`config.mk`:
```
export PLATFORM = sky130hd
export DESIGN_NAME = mux_stream_rr_flat
export DESIGN_NICKNAME = d
export VERILOG_FILES = /design/src/rtl/mux_stream_if.sv /design/src/rtl/mux_stream_rr.sv /design/src/flat_wrapper.sv
export SDC_FILE = /design/constraint.sdc
export NUM_CORES = 1
export LEC_CHECK = 0
export ABC_AREA = 1
export CORE_MARGIN = 2
export CORE_UTILIZATION = 42
export CTS_BUF_LIST = sky130_fd_sc_hd__clkbuf_8 sky130_fd_sc_hd__clkbuf_16
export DETAILED_ROUTE_END_ITERATION = 8
export GPL_TIMING_DRIVEN = 0
export PLACE_DENSITY = 0.85
export SLEW_MARGIN = 25
export SYNTH_ARGS = -nofsm -noshare
export SYNTH_HDL_FRONTEND = slang
export SYNTH_SLANG_ARGS = --single-unit
```
`constraint.sdc`:
```
create_clock -name clk -period 3.5 [get_ports clk]
set_clock_uncertainty 0.1 [all_clocks]
set_input_delay 0.875 -clock clk [delete_from_list [all_inputs] [get_ports clk]]
set_output_delay 0.875 -clock clk [all_outputs]
set_load 0.02 [all_outputs]
```
`src/rtl/mux_stream_if.sv`:
```
// Stream bus between the producer channels, mux_stream_rr and the consumer.
// master = the multiplexer side, slave = the producers/consumer side.
//
// Handshake: a word moves on a rising clk edge exactly when valid and ready
// are both 1 on that edge. A producer raises in_valid[i] with in_data[i] and
// holds both stable until it sees in_ready[i]; ready may depend on valid in
// the same cycle, valid never depends on ready. The output side follows the
// same rule with out_valid/out_ready.
interface mux_stream_if #(
   parameter int NCH = 4,
   parameter int DW  = 8
) ();
   localparam int SELW = $clog2(NCH);

   logic [NCH*DW-1:0] in_data;
   logic [NCH-1:0]    in_valid;
   logic [NCH-1:0]    in_ready;
   logic [DW-1:0]     out_data;
   logic [SELW-1:0]   out_ch;
   logic              out_valid;
   logic              out_ready;

   modport master (
      input  in_data, in_valid, out_ready,
      output in_ready, out_data, out_ch, out_valid
   );

   modport slave (
      output in_data, in_valid, out_ready,
      input  in_ready, out_data, out_ch, out_valid
   );
endinterface

```
`src/rtl/mux_stream_rr.sv`:
```
// mux_stream_rr: NCH-channel, DW-bit streaming multiplexer with a single-entry
// registered output, fixed-select (mode=1) or round-robin (mode=0) arbitration,
// and a source-channel tag on every output word.
// Optional feature: define MUX_STREAM_CNT_EN to add the 16-bit xfer_cnt port
// counting completed output transfers (wraps at 65535 -> 0).
module mux_stream_rr #(
   parameter  int NCH  = 4,
   parameter  int DW   = 8,
   localparam int SELW = $clog2(NCH)
) (
   input  logic            clk,
   input  logic            rst_n,
   input  logic            mode,
   input  logic [SELW-1:0] sel,
`ifdef MUX_STREAM_CNT_EN
   output logic [15:0]     xfer_cnt,
`endif
   mux_stream_if.master    bus
);

   logic [SELW-1:0] r_ptr;
   logic [DW-1:0]   r_out_data;
   logic [SELW-1:0] r_out_ch;
   logic            r_out_valid;

   logic            w_load_en;
   logic            w_fix_gv;
   logic [SELW-1:0] w_fix_g;
   logic            w_rr_gv;
   logic [SELW-1:0] w_rr_g;
   logic            w_grant_valid;
   logic [SELW-1:0] w_grant;
   logic            w_take;
   logic [DW-1:0]   w_grant_data;
   logic [NCH-1:0]  w_in_ready;

   // The output register can accept a word when empty or draining this cycle.
   assign w_load_en = !r_out_valid || bus.out_ready;

   // Fixed select: only sel may win; a sel value >= NCH matches no channel.
   always_comb begin
      w_fix_gv = 1'b0;
      w_fix_g  = '0;
      for (int k = 0; k < NCH; k++) begin
         if (sel == SELW'(k) && bus.in_valid[k]) begin
            w_fix_gv = 1'b1;
            w_fix_g  = SELW'(k);
         end
      end
   end

   // Round robin: first valid channel above ptr, else first valid at or below ptr.
   always_comb begin
      w_rr_gv = 1'b0;
      w_rr_g  = '0;
      for (int k = 0; k < NCH; k++) begin
         if (!w_rr_gv && SELW'(k) > r_ptr && bus.in_valid[k]) begin
            w_rr_gv = 1'b1;
            w_rr_g  = SELW'(k);
         end
      end
      for (int k = 0; k < NCH; k++) begin
         if (!w_rr_gv && SELW'(k) <= r_ptr && bus.in_valid[k]) begin
            w_rr_gv = 1'b1;
            w_rr_g  = SELW'(k);
         end
      end
   end

   assign w_grant_valid = mode ? w_fix_gv : w_rr_gv;
   assign w_grant       = mode ? w_fix_g  : w_rr_g;
   assign w_take        = w_load_en && w_grant_valid;

   // Select the granted channel's data word.
   always_comb begin
      w_grant_data = '0;
      for (int k = 0; k < NCH; k++) begin
         if (w_grant == SELW'(k)) w_grant_data = bus.in_data[k*DW +: DW];
      end
   end

   // One-hot ready to the granted channel; held at zero while in reset.
   always_comb begin
      w_in_ready = '0;
      if (rst_n && w_take) begin
         for (int k = 0; k < NCH; k++) begin
            if (w_grant == SELW'(k)) w_in_ready[k] = 1'b1;
         end
      end
   end

   // Output register and arbitration pointer; a load replaces a draining word.
   always_ff @(posedge clk or negedge rst_n) begin
      if (!rst_n) begin
         r_out_valid <= 1'b0;
         r_out_data  <= '0;
         r_out_ch    <= '0;
         r_ptr       <= SELW'(NCH - 1);
      end else if (w_take) begin
         r_out_valid <= 1'b1;
         r_out_data  <= w_grant_data;
         r_out_ch    <= w_grant;
         r_ptr       <= w_grant;
      end else if (r_out_valid && bus.out_ready) begin
         r_out_valid <= 1'b0;
      end
   end

   assign bus.in_ready  = w_in_ready;
   assign bus.out_data  = r_out_data;
   assign bus.out_ch    = r_out_ch;
   assign bus.out_valid = r_out_valid;

`ifdef MUX_STREAM_CNT_EN
   logic [15:0] r_xfer_cnt;

   // Count completed output transfers, wrapping naturally at 16 bits.
   always_ff @(posedge clk or negedge rst_n) begin
      if (!rst_n)                           r_xfer_cnt <= '0;
      else if (r_out_valid && bus.out_ready) r_xfer_cnt <= r_xfer_cnt + 16'd1;
   end

   assign xfer_cnt = r_xfer_cnt;
`endif

endmodule

```
`src/flat_wrapper.sv`:
```
// flat-port wrapper written by rule: the top's interface ports become plain ports
module mux_stream_rr_flat 
#(
   parameter  int NCH  = 4,
   parameter  int DW   = 8,
   localparam int SELW = $clog2(NCH)
)
  (clk, rst_n, mode, sel, bus_in_data, bus_in_valid, bus_out_ready, bus_in_ready, bus_out_data, bus_out_ch, bus_out_valid);
  mux_stream_if #(.NCH(NCH), .DW(DW)) bus_i ();
  input  logic clk;
  input  logic rst_n;
  input  logic mode;
  input  logic [SELW-1:0] sel;
  input wire logic [$bits(bus_i.in_data)-1:0] bus_in_data;
  input wire logic [$bits(bus_i.in_valid)-1:0] bus_in_valid;
  input wire logic [$bits(bus_i.out_ready)-1:0] bus_out_ready;
  output wire logic [$bits(bus_i.in_ready)-1:0] bus_in_ready;
  output wire logic [$bits(bus_i.out_data)-1:0] bus_out_data;
  output wire logic [$bits(bus_i.out_ch)-1:0] bus_out_ch;
  output wire logic [$bits(bus_i.out_valid)-1:0] bus_out_valid;
  assign bus_i.in_data = bus_in_data;
  assign bus_i.in_valid = bus_in_valid;
  assign bus_i.out_ready = bus_out_ready;
  assign bus_in_ready = bus_i.in_ready;
  assign bus_out_data = bus_i.out_data;
  assign bus_out_ch = bus_i.out_ch;
  assign bus_out_valid = bus_i.out_valid;
  mux_stream_rr #(.NCH(NCH), .DW(DW)) u_core (.clk(clk), .rst_n(rst_n), .mode(mode), .sel(sel), .bus(bus_i));
endmodule
```
; ---- Word-level counts from Yosys, hierarchy flattened
; Index checks and enable logic that the tools add are counted.
; Widths: inputs -> output; s select.
[totals]
inputBits = 42
reg_bits = 13
[op_classes]
reduce_logical = 34
n_lt_le_gt_ge = 8
eq_ne = 6
n_mux = 35
[ops]
columns = op, count
row1 = $mux 8, 4
row2 = $logic_and 1x1->1, 22
row3 = $mux 1, 21
row4 = $mux 2, 9
row5 = $eq 2x2->1 const B, 4
row6 = $logic_not 1->1, 8
row7 = $eq 2x1->1 const B, 2
row8 = $gt 1x2->1 const A, 2
row9 = $gt 2x2->1 const A, 2
row10 = $le 1x2->1 const A, 2
row11 = $le 2x2->1 const A, 2
row12 = $logic_not 2->1, 2
row13 = $mux 4, 1
row14 = $reduce_bool 2->1, 1
row15 = $logic_or 1x1->1, 1

; ---- Depth between registers and ports, before layout
[logic_depth]
ltp_word = 37
mapped_depth = 14
ltp_nobuf = 14

; ---- Least setup slack after synthesis
; No wires, ideal clock.
[synth_path]
kind = input port to output port
startpoint = input sel[1]
endpoint = output bus_in_ready[3]
path_stages = 11
t_arrival_ps = 2081
path_slack_ps = 444
cell_sequence = inv_1 -> nor2_1 -> nand2_1 -> nand3_1 -> inv_1 -> o311ai_1 -> nand3_4 -> inv_2 -> buf_6 -> nand2_2 -> nor2_1
[synth_via]
elab_chain_cells = 10
[synth_rtl]
columns = item, line
row1 = start: declaration, flat_wrapper.sv:13  ; input logic [SELW-1:0] sel;
row2 = branches (longest 9 deep; another with $eq 2x1->1), n/a
row3 = $mux 4 *, mux_stream_rr.sv:85  ; if (rst_n && w_take) begin
row4 = end: declaration, flat_wrapper.sv:17  ; output wire logic [$bits(bus_i.in_ready)-1:0] bus_in_ready;
; Every way passes the cells marked *.

; ---- Final worst setup path
[layout_path]
startpoint = input bus_in_valid[0]
endpoint = output bus_in_ready[2]
[layout_via]
elab_chain_cells = 34
[layout_rtl]
columns = item, line
row1 = start: declaration, flat_wrapper.sv:15  ; input wire logic [$bits(bus_i.in_valid)-1:0] bus_in_valid;
row2 = $logic_and 1x1->1, mux_stream_rr.sv:57  ; if (!w_rr_gv && SELW'(k) > r_ptr && bus.in_valid[k]) begin
row3 = $mux 1, mux_stream_rr.sv:57
row4 = $logic_not 1->1, mux_stream_rr.sv:57
row5 = $logic_and 1x1->1 (2 in a row), mux_stream_rr.sv:57
row6 = $mux 1, mux_stream_rr.sv:57
row7 = $logic_not 1->1, mux_stream_rr.sv:57
row8 = $logic_and 1x1->1 (2 in a row), mux_stream_rr.sv:57
row9 = $mux 1, mux_stream_rr.sv:57
row10 = (+15 left out), n/a
row11 = $mux 1, mux_stream_rr.sv:63  ; if (!w_rr_gv && SELW'(k) <= r_ptr && bus.in_valid[k]) begin
row12 = $logic_not 1->1, mux_stream_rr.sv:63
row13 = $logic_and 1x1->1 (2 in a row), mux_stream_rr.sv:63
row14 = $mux 2 / $mux 1 (equally long branches), mux_stream_rr.sv:63
row15 = $mux 2 / $mux 1 (equally long branches), "mux_stream_rr.sv:71, mux_stream_rr.sv:70"
row16 = $eq 2x2->1 / $logic_and 1x1->1 (equally long branches), "mux_stream_rr.sv:87, mux_stream_rr.sv:72"
row17 = $mux 1 / $logic_and 1x1->1 (equally long branches), "mux_stream_rr.sv:87, mux_stream_rr.sv:85"
row18 = $mux 4 *, mux_stream_rr.sv:85
; Mark *: on every way between the ends. The rest lies on a longest branch, timed or not.

==> results.md <==
* CTS Hold Buffers Added at 0
* Synth-to-Final Area Change at 68.8%
* Crit. End Element: output port
* Hold slack at ~380 ps
* Placed insts at 249
* Top-count cell post-synth: nand2_1
* Seq pwr share at 0.271
* Final Wtd Congestion at between 0.9 and 1
* Leak pwr at between 0.8 and 0.9 nW
* Core area at around 0.0025 mm^2
* Max Freq at 294 MHz
* Mapped Cells at roughly 160
* Fin crit share at 0.972
* Sequential-to-total area share from yosys stat at 0.301
* Share of the synthesized area in the top cell type at 0.253
* Clk root buf: clkbuf_8
* Top post-synthesis cells by area: dfrtp_1 25%, nand2_1 16%, nand3_1 14%
* H-tree depth at 1
* Vias in the first global route at between 1000 and 1500
* Clock buffer count from CTS at 3
* Die width at 54.9 um
* Ys async rst share at 1.00
* Antenna violations before repair at 0
* Final net count at 273
* Synth Area per Inst at 6.67 um^2
* Largest stage delay, worst path at 410 ps
* Main flop type after synthesis: dfrtp_1
* Slew Viols, Final at 0
* Cell-internal power at between 0.4 and 0.5 mW
* Seq cells post-synth at 13
* Setup WS pre-CTS at -792 ps
* Largest net degree at the start of global routing at 15
* Crit path time final at approximately 3400 ps
* Die ar. at around 0.003 mm^2
* Worst Path Required at 2520 ps
* Crit path arrival time at 2430 ps
* Synth cell count leaders: 45 x nand2_1, 31 x nand3_1, 19 x inv_1
* Via count at about 1400
* Total negative setup slack at 0 ps
* CTS tree: yes
* Maximum clock path buffer count at 2
* Initial Util at 0.443
* Switch share at 0.412
* Antenna cells at 0
* Crit path cell chain: clkdlybuf4s50_1 > inv_2 > nand4_4 > nor2_2 > nor2_2 > nand2_2 > nand2_8 > buf_8 > nor3_2 > buf_4
* Clk slew on worst S/H paths at ~60 ps
* Post-route ant nets at 0
* Max VDD drop at 0.313 mV
* Post-DP HPWL at 2480 um
* Global-route total usage across every layer at 0.243
* First-pass GRT wire length at 5110 um
* Num ports at 57
* YS warnings at 0
* Port Buf Inserts at 56
* Pwr Density at approximately 460 mW/mm^2
* Sw power at 0.345 mW
* WL/cell at 14.0 um
* Hold Crit Class: reg2reg
* Post-Layout Cell Count at between 200 and 300
* DRC viols at 0
* Chip height at about 55 um
* Max_cap viols at 0
* Post-layout util at 0.748
* Post-synth cell types at 25
* Later-pin clock latency in the skew report at 250 ps
* Post-Synthesis Cell Area at around 0.0011 mm^2
* Rows at 18
* CP max stage cell: clkdlybuf4s50_1
* Clk pwr share at 0.171
* Worst-Margin Slew at between 700 and 800 ps
* Rel. slew slack at 0.508
* Grt total ovfl at 0
* Comb pwr share at 0.559
* Worst Setup Path Type: in2out
* Top cell by count, worst path: nor2_2
* Final WS setup at 99.3 ps
* Startpoint types: input port
* Top cell type by total area after synthesis: dfrtp_1
* Routed WL at 3640 um
* EDFF count, synth at 0
* Endpoints failing hold at 0
* Detailed Route Iter0 Violations at 35
* CP Max Fanout at 10
* Sink Count at 13
* DR vias/cell at about 5.2
* Layout cells sized above 1 at 0.222
* Endpoints failing setup at 0
* First drt pass iteration count at 6
* Status: finished, final reports clean
* Post-synthesis net count at about 200
-- layer usage --
layer / global-route usage / up-vias / share of wire
met5: 0 / - / 0
met4: 0.0917 / 0 / 0.017
met3: 0.0464 / 9 / 0.058
met2: 0.438 / 59 / 0.53
met1: 0.279 / 631 / 0.40
li1: - / 659 / -
-- layout by cell type (no fill, tap or decap), types with 4 or more instances in the layout --
master            n
clkdlybuf4s50_1  47
nand2_1          44
nand3_1          30
inv_1            18
nor2_1           15
buf_4            12
dfrtp_1          11
nand2_2           5
or2_2             5
dlygate4sd2_1     5
nor2_2            4
-- cells by family after synthesis --
| family | synth area share |
|---|---|
| compound gates | 0.0426 |
| buf+inv | 0.105 |
| flops | 0.301 |
| simple gates | 0.551 |
-- power groups by stage --
stage / sequential, mW / clock (mW) / combinational, mW
final: 0.227 / 0.143 / 0.468
after global routing: 0.232 / 0.151 / 0.507
after CTS: 0.226 / 0.139 / 0.436
after detailed placement: 0.227 / 0 / 0.425
after global placement: 0.225 / 0 / 0.416
after floorplan: 0.273 / 0 / 0.198
-- flip-flops by register name, summed over array words and instances, names as in the netlist --
name / count
u_core.bus.out_ch: 2
u_core.bus.out_valid: 1
u_core.r_ptr: 2
u_core.bus.out_data: 8
-- through the flow --
step                      power, mW  instance area, um^2
after floorplan               0.471                 1090
final                         0.838                 1840
after CTS                     0.801                 1750
after detailed placement      0.653                 1690
after global routing          0.891                 1840
after global placement        0.640                 1690
-- path summary, 6_finish.rpt --
kind	depth (start not counted)	slack [ps]	to	startpoint
max in group asynchronous	1	1880	u_core.bus.out_data[4]$_DFFE_PN0P_	rst_n
max	10	100	bus_in_ready[2]	bus_in_valid[0]
min reg2reg	2	380	u_core.bus.out_data[3]$_DFFE_PN0P_	u_core.bus.out_data[3]$_DFFE_PN0P_
min in group asynchronous	1	960	u_core.bus.out_data[0]$_DFFE_PN0P_	rst_n
max reg2reg	12	1280	u_core.bus.out_data[6]$_DFFE_PN0P_	u_core.r_ptr[1]$_DFFE_PN1P_
min	2	380	u_core.bus.out_data[3]$_DFFE_PN0P_	u_core.bus.out_data[3]$_DFFE_PN0P_
-- worst max-delay path: cells and delay by family --
| kind | cells | cell delay (ps) |
|---|---|---|
| buffers and inverters | 4 | 820 |
| and+or+nand+nor | 6 | 720 |
-- final cells by class --
type,count,area (um^2)
multi-input cells,126,699
fillers,203,619
repair buffers,64,604
flip-flops and latches,13,328
inverters,21,93.8
clock buffers,3,41.3
well taps,30,37.5
plain buffers,2,26.3
clock inverters,1,5.00
-- what timing repair did --
item	in CTS	in global routing
setup buffers	3	5
resized for setup	30	13
gates cloned	0	0
pin swaps	4	6
hold endpoints to repair	0	0
setup endpoints to repair	4	4
No activity file was read; power rests on OpenSTA's default activity.
